$ cat src/rtl/exec_time_uart_report.sv
// Captures a DATA_WIDTH-bit value on a trigger rising edge and reports it over UART 8N1
// as uppercase hex digits (MS nibble first) followed by CR LF.
module exec_time_uart_report #(
    parameter int CLK_HZ     = 100000000,
    parameter int BAUD       = 115200,
    parameter int DATA_WIDTH = 64
) (
    input  logic                  clk,
    input  logic                  rst,
    input  logic                  trigger,
    input  logic [DATA_WIDTH-1:0] value,
    output logic                  tx,
    output logic                  busy,
    output logic                  done
);
    localparam int DIV     = CLK_HZ / BAUD;
    localparam int NIBBLES = DATA_WIDTH / 4;
    localparam int NCHARS  = NIBBLES + 2;
    localparam int BW      = (DIV > 1) ? $clog2(DIV) : 1;
    localparam int CW      = $clog2(NCHARS);

    localparam logic [BW-1:0] BAUD_LAST = BW'(DIV - 1);
    localparam logic [BW-1:0] BAUD_PRE  = BW'(DIV - 2);
    localparam logic [CW-1:0] IDX_CR    = CW'(NIBBLES);
    localparam logic [CW-1:0] IDX_LF    = CW'(NCHARS - 1);

    typedef enum logic [1:0] {IDLE, START, DATA, STOP} state_t;

    state_t                state;
    logic                  trig_q;
    logic [BW-1:0]         baud_cnt;
    logic [2:0]            bit_cnt;
    logic [CW-1:0]         char_idx;
    logic [DATA_WIDTH-1:0] shadow;

    logic       trig_edge;
    logic       baud_end;
    logic       last_char;
    logic [2:0] next_bit;
    logic [3:0] nib;
    logic [7:0] cur_char;

    assign trig_edge = trigger & ~trig_q;
    assign baud_end  = (baud_cnt == BAUD_LAST);
    assign last_char = (char_idx == IDX_LF);
    assign next_bit  = bit_cnt + 3'd1;

    // Character for the current index: hex digit of the selected nibble, then CR, then LF.
    always_comb begin
        nib = '0;
        for (int n = 0; n < NIBBLES; n++) begin
            if (char_idx == CW'(n))
                nib = shadow[DATA_WIDTH-1-4*n -: 4];
        end
        if (char_idx == IDX_CR)
            cur_char = 8'h0D;
        else if (char_idx == IDX_LF)
            cur_char = 8'h0A;
        else if (nib < 4'd10)
            cur_char = {4'h3, nib};
        else
            cur_char = 8'h37 + {4'h0, nib};
    end

    always_ff @(posedge clk) begin
        if (rst) begin
            state    <= IDLE;
            tx       <= 1'b1;
            busy     <= 1'b0;
            done     <= 1'b0;
            trig_q   <= 1'b0;
            baud_cnt <= '0;
            bit_cnt  <= '0;
            char_idx <= '0;
            shadow   <= '0;
        end else begin
            trig_q <= trigger;
            done   <= 1'b0;
            case (state)
                IDLE: begin
                    if (trig_edge) begin
                        shadow   <= value;
                        char_idx <= '0;
                        baud_cnt <= '0;
                        bit_cnt  <= '0;
                        tx       <= 1'b0;
                        busy     <= 1'b1;
                        state    <= START;
                    end
                end
                START: begin
                    if (baud_end) begin
                        baud_cnt <= '0;
                        bit_cnt  <= '0;
                        tx       <= cur_char[0];
                        state    <= DATA;
                    end else begin
                        baud_cnt <= baud_cnt + 1'b1;
                    end
                end
                DATA: begin
                    if (baud_end) begin
                        baud_cnt <= '0;
                        if (bit_cnt == 3'd7) begin
                            tx    <= 1'b1;
                            state <= STOP;
                        end else begin
                            bit_cnt <= next_bit;
                            tx      <= cur_char[next_bit];
                        end
                    end else begin
                        baud_cnt <= baud_cnt + 1'b1;
                    end
                end
                STOP: begin
                    if (baud_end) begin
                        baud_cnt <= '0;
                        if (last_char) begin
                            busy  <= 1'b0;
                            state <= IDLE;
                        end else begin
                            char_idx <= char_idx + 1'b1;
                            tx       <= 1'b0;
                            state    <= START;
                        end
                    end else begin
                        baud_cnt <= baud_cnt + 1'b1;
                        // done is registered, so raise it one cycle early to land on the final stop cycle
                        if (last_char && baud_cnt == BAUD_PRE)
                            done <= 1'b1;
                    end
                end
                default: state <= IDLE;
            endcase
        end
    end
endmodule
$ cat config.mk
export PLATFORM = sky130hd
export DESIGN_NAME = exec_time_uart_report
export DESIGN_NICKNAME = d
export VERILOG_FILES = /design/src/rtl/exec_time_uart_report.sv
export SDC_FILE = /design/constraint.sdc
export NUM_CORES = 1
export LEC_CHECK = 0
export CORE_MARGIN = 3
export CORE_UTILIZATION = 41
export CTS_CLUSTER_DIAMETER = 30
export DETAILED_ROUTE_END_ITERATION = 16
export GPL_TIMING_DRIVEN = 0
export HOLD_SLACK_MARGIN = 0.02
export PLACE_DENSITY = 0.65
export SYNTH_ARGS = -nofsm -noshare
export SYNTH_HDL_FRONTEND = slang
export SYNTH_SLANG_ARGS = --single-unit
$ cat constraint.sdc
create_clock -name clk -period 7.95 [get_ports clk]
set_clock_uncertainty 0.1 [all_clocks]
set_input_delay 1.59 -clock clk [delete_from_list [all_inputs] [get_ports clk]]
set_output_delay 1.59 -clock clk [all_outputs]
set_load 0.02 [all_outputs]
==> impl_metrics.yaml, run 1 <==
status:
  status: "completed"
grt:
  track_usage_pct: 21.8
  grt_pass1_wl_mm: 22.7
  grt_max_degree: 14
  grt_pass1_vias: 4506
  grt_overflow: 0
  antenna_found_initial: 0
floorplanning:
  io_pins: 70
  coreArea_um2: 11000
  die_w_um: 113
  rows: 38
  die-height_um: 113
  start_util_pct: 42.8
  dieArea_um2: 12900
final_layout:
  syn2layout_area_growth_pct: 24.4
  diodes: 0
  post-route-util_pct: 53.3
  fin_nets: 817
  final_layout_size_suffix_gt1_share_pct: 4.19
worst_setup_path:
  critical_path_required_ns: 8.06
  arrival_ns: 4.51
  crit_type: "flip-flop to flip-flop"
  r2r_start: "char_idx[0]"
  cp_num_cells: 15
  reg2reg_depth: 15
  cp_max_fo: 10
  worstPathCellList: "ha_1 -> clkbuf_1 -> clkbuf_1 -> a21oi_1 -> a221oi_1 -> o21ai_0 -> a2111o_1 -> o211ai_1 -> nand3_1 -> ha_1 -> nand2_1 -> or4_4 -> a41oi_2 -> a222oi_1 -> o2111ai_1"
  slowest_stage: "clkbuf_1"
  path_buf_inv: 2
  critPathTopFamily: "compound AO/OA/AOI/OAI gates"
  crit_path_start_kind: "flip-flop"
  worstReg2RegEnd: "tx"
  reg2reg_slack_ns: 3.55
  cpPeakStageDelay_ns: 0.52
  end_kind: "flip-flop"
sta:
  max_freq_mhz: 227
  period_minus_slack_ns: 4.40
  max-slew-margin-rel_pct: 29.3
  slew_violations: 0
  rsz0062_at_grt: "no"
  layout_setup_ws_ns: 3.55
  finalHoldViolCount: 0
  setup-tns-final_ns: 0
  fin_crit_sh_pct: 55.4
  setup-violations-final: 0
  worst_slew_pin_slew_ns: 1.06
min_path:
  min_path_cells: 2
  hp-start: "shadow[46]"
  hold_class: "flip-flop to flip-flop"
  min_to: "shadow[46]"
drt:
  num_vias: 4848
  drtIter0Drc: 368
  wl_mm: 14.1
  dr.pass1.iters: 5
  viasPerCell: 5.51
  routedWlPerCell_um: 16.0
  drc: 0
  ant_nets: 0
clock_network:
  clk_path_buf_depth: 2
  hold_buffers: 0
  cts_made_buffers: 9
  cts_resized: 0
  ctsRootBufferMaster: "clkbuf_16"
  cts_tree: "done"
  cts.sinks: 88
  clk_latency_ns: 0.34
  path_clk_slew_ns: 0.06
  cts_setup_buffers: 0
  htreeDepth: 3
power_and_ir_drop:
  leakage_uw: 0.00215
  power_frac_seq_pct: 39.2
  vdd_drop_max_v: 0.000110
  p_comb_share_pct: 30.3
  p_int_uw: 932
  switching_share_pct: 33.8
  p_sw_uw: 476
  power.density_nw_per_um2: 239
  clkPwrFrac_pct: 30.5
synth:
  synth-edff-count: 0
  yosysTopAreaCell: "dfxtp_1"
  synth.area.top_cells: "dfxtp_1 37%, nand2_1 13%, a21oi_1 11%"
  synth_seq_cells: 88
  syn_nets: 738
  synthFlopType: "dfxtp_1"
  synth_cell_types: 65
  netlist_instances: 657
  yosysSeqAreaShare_pct: 37.3
  yosys_warnings: 0
  synth_area_um2: 4730
  syn_area_per_cell_um2: 7.19
  synth_most_common_cell: "nand2_1"
  synth-async-reset-ratio_pct: 0
  yosys.area.top_type_share_pct: 37.3
  synth_common_cells: "162 x nand2_1, 100 x a21oi_1, 88 x dfxtp_1"
placement:
  place_congestion: 0.942
  dpl.hpwl_mm: 10.5
  portBuffers: 68
  place_worst_setup_slack_ns: 3.67
job:
  drv_cap: 0
## cells by family (layout without fill, tap and decap cells)
family / count (synthesis) / count (layout) / share of synthesized area (%)
AND/OR/NAND/NOR: 292 / 292 / 28.0
AO/OA/AOI/OAI: 187 / 187 / 24.0
flip-flops: 88 / 88 / 37.3
buffers and inverters: 70 / 153 / 5.72
adder cells (fa/ha/maj): 14 / 14 / 3.71
multiplexers: 4 / 4 / 0.847
XOR/XNOR: 2 / 2 / 0.371
## worst max-delay path by stage
stage                startpoint  end  slack [ns]
floorplan           char_idx[0]   tx        4.55
finish              char_idx[0]   tx        3.55
global route        char_idx[1]   tx        3.38
global placement    char_idx[0]   tx        3.75
CTS                 char_idx[0]   tx        3.65
detailed placement  char_idx[0]   tx        3.67
## power by group through the flow
stage                     combinational [uW]  sequential, uW  clock (uW)
after floorplan                          295             548           0
after global placement                   411             558           0
after detailed placement                 422             560           0
after CTS                                425             551         433
after global routing                     480             559         454
final                                    427             551         429
## registers in the layout (all words and copies together) (netlist names)
register and flops:
baud_cnt 10, bit_cnt 3, busy 1, char_idx 5, done 1, shadow 64, state 2, trig_q 1
tx 1
## final cells by class
| class | instances | area (um^2) |
|---|---|---|
| Multi-Input combinational cell | 499 | 2690 |
| Buffer | 45 | 176 |
| Fill cell | 1094 | 5150 |
| Tap cell | 140 | 175 |
| Inverter | 25 | 93.8 |
| Sequential cell | 88 | 1760 |
| Clock inverter | 2 | 38.8 |
| Clock buffer | 13 | 260 |
| Timing Repair Buffer | 68 | 681 |
## metrics by stage
step | cell area, um^2 | instances | hold WS (ns) | total power [uW]
after floorplan | 4730 | 657 | 0.331 | 843
after CTS | 5880 | 880 | 0.359 | 1410
after detailed placement | 5580 | 865 | 0.348 | 982
final | 5880 | 880 | 0.356 | 1410
after global routing | 5880 | 880 | 0.373 | 1490
after global placement | 5580 | 865 | 0.343 | 970
## placed cells by master, fill, tap and decap left out, drive strengths merged, types with 6 or more instances in the layout
master and count:
a211oi 8, a21oi 100, and3 11, buf 7, clkbuf 51, clkdlybuf4s50 68
dfxtp 88, ha 14, inv 25, nand2 162, nand2b 6, nand3 9
nand3b 7, nor2 51, nor2b 9, nor3 12, o21ai 30
## per-layer routing
metal	up-vias	track usage, %	wire [um]
met3	17	4.17	996
met4	0	6.89	204
met1	2231	31.3	6700
met2	178	33.3	6210
met5	-	0	0
li1	2422	-	-
## worst min-delay path: stages (launching register included)
cell and delay, ns:
dfxtp_1 0.31, nand2_1 0.05, a21oi_1 0.05
(Power assumes the default switching activity.)
==> run 2, diff against run 1 <==
- clock period: 7.95 -> 4.5 ns (I/O delays scaled with it)
==> impl_metrics.yaml, run 2 (synthesis results as in run 1) <==
status:
  status: "completed"
floorplanning:
  rows: 38
  coreArea_um2: 11000
  die-height_um: 113
  io_pins: 70
  start_util_pct: 42.8
  dieArea_um2: 12900
  die_w_um: 113
drt:
  ant_nets: 0
  viasPerCell: 5.51
  dr.pass1.iters: 7
  routedWlPerCell_um: 16.0
  drtIter0Drc: 370
  num_vias: 4848
  drc: 0
  wl_mm: 14.1
worst_setup_path:
  end_kind: "flip-flop"
  arrival_ns: 4.32
  crit_path_start_kind: "flip-flop"
  crit_type: "flip-flop to flip-flop"
  critical_path_required_ns: 4.61
  reg2reg_depth: 15
  cp_max_fo: 10
sta:
  max_freq_mhz: 238
  slew_violations: 0
  worst_slew_pin_slew_ns: 1.05
  setup-tns-final_ns: 0
  layout_setup_ws_ns: 0.292
  setup-violations-final: 0
  rsz0062_at_grt: "no"
  hold_slack_ns: 0.357
  max-slew-margin-rel_pct: 29.4
  period_minus_slack_ns: 4.21
  fin_crit_sh_pct: 93.5
  finalHoldViolCount: 0
final_layout:
  final_area_um2: 5880
  final_layout_size_suffix_gt1_share_pct: 4.32
  largest_reg_flops: 64
  fin_nets: 817
  final_cell_mix: "162 x nand2_1, 100 x a21oi_1, 88 x dfxtp_1"
  final_common_cell: "nand2_1"
  syn2layout_area_growth_pct: 24.5
  fillers: 1095
  top_register: "shadow"
  top_regs: "shadow x64, baud_cnt x10, char_idx x5"
  diodes: 0
grt:
  grt_overflow: 0
  antenna_found_initial: 0
  grt_pass1_vias: 4506
  track_usage_pct: 21.8
  grt_max_degree: 14
  grt_pass1_wl_mm: 22.7
power_and_ir_drop:
  leakage_uw: 0.00215
  vdd_drop_max_v: 0.000194
  power.density_nw_per_um2: 423
  p_total_uw: 2490
job:
  drv_cap: 0
placement:
  portBuffers: 68
  dpl-instance-area_um2: 5580
  place_worst_setup_slack_ns: 0.220
  place_congestion: 0.942
  dpl.hpwl_mm: 10.5
clock_network:
  clk_latency_ns: 0.34
  clk_path_buf_depth: 2
  cts_setup_buffers: 0
  cts.sinks: 88
  ctsRootBufferMaster: "clkbuf_16"
  htreeDepth: 3
  cts_tree: "done"
  path_clk_slew_ns: 0.06
  cts_made_buffers: 9
min_path:
  hold_class: "flip-flop to flip-flop"
  min_path_cells: 2
run 2: changes by cell type in the layout (fill, tap and decap cells not counted):
cell,previous run,this run
clkbuf_1,40,39
clkbuf_2,0,1
run 2: metal layers:
layer	global-route usage, %	up-vias	share of wire (%)
li1	-	2424	-
met1	31.3	2216	48
met2	33.3	189	44
met3	4.17	19	7.1
met4	6.89	0	1.5
met5	0	-	0
run 2: power breakdown:
part	internal [uW]	switching, uW	total, uW
sequential	896	78.5	974
clock	459	301	760
combinational	291	463	754
total	1650	843	2490
run 2: final cells by class:
type	count	area [um^2]	share of cell area [%]
well taps	140	175	2.98
clock buffers	13	260	4.42
repair buffers	68	681	11.6
multi-input cells	499	2690	45.8
inverters	25	93.8	1.60
clock inverters	2	38.8	0.659
flip-flops and latches	88	1760	30.0
plain buffers	45	178	3.02
run 2: worst max-delay path: stages, from the launching register on:
cell and delay (ns):
dfxtp_1 0.42, ha_1 0.30, clkbuf_1 0.42, clkbuf_2 0.36, a21oi_1 0.11, a221oi_1 0.33, o21ai_0 0.22, a2111o_1 0.50
o211ai_1 0.21, nand3_1 0.14, ha_1 0.24, nand2_1 0.07, or4_4 0.11, a41oi_2 0.13, a222oi_1 0.25, o2111ai_1 0.16
run 2: what timing repair did:
item                                    CTS  global route
endpoints found under the setup margin    0             1
gates resized for setup                   0             2
hold buffers                              0             0
run 2: worst paths after layout:
path                                   from  slack [ns]         end
worst max-delay path            char_idx[0]        0.29          tx
worst max register to register  char_idx[0]        0.29          tx
worst min-delay path             shadow[46]        0.36  shadow[46]
worst min register to register   shadow[46]        0.36  shadow[46]
run 2: through the flow:
stage          cells  util (%)
6_report         880      53.3
2_1_floorplan    657         -
4_1_cts          880      53.3
3_5_place_dp     865      50.6
3_3_place_gp     865      50.6
5_1_grt          880      53.3
==> run 3, diff against run 2 <==
- CTS_CLUSTER_DIAMETER: 30 -> unset
==> results of run 3 <==
The final DEF is identical to that of run 2; final timing and power are the same.
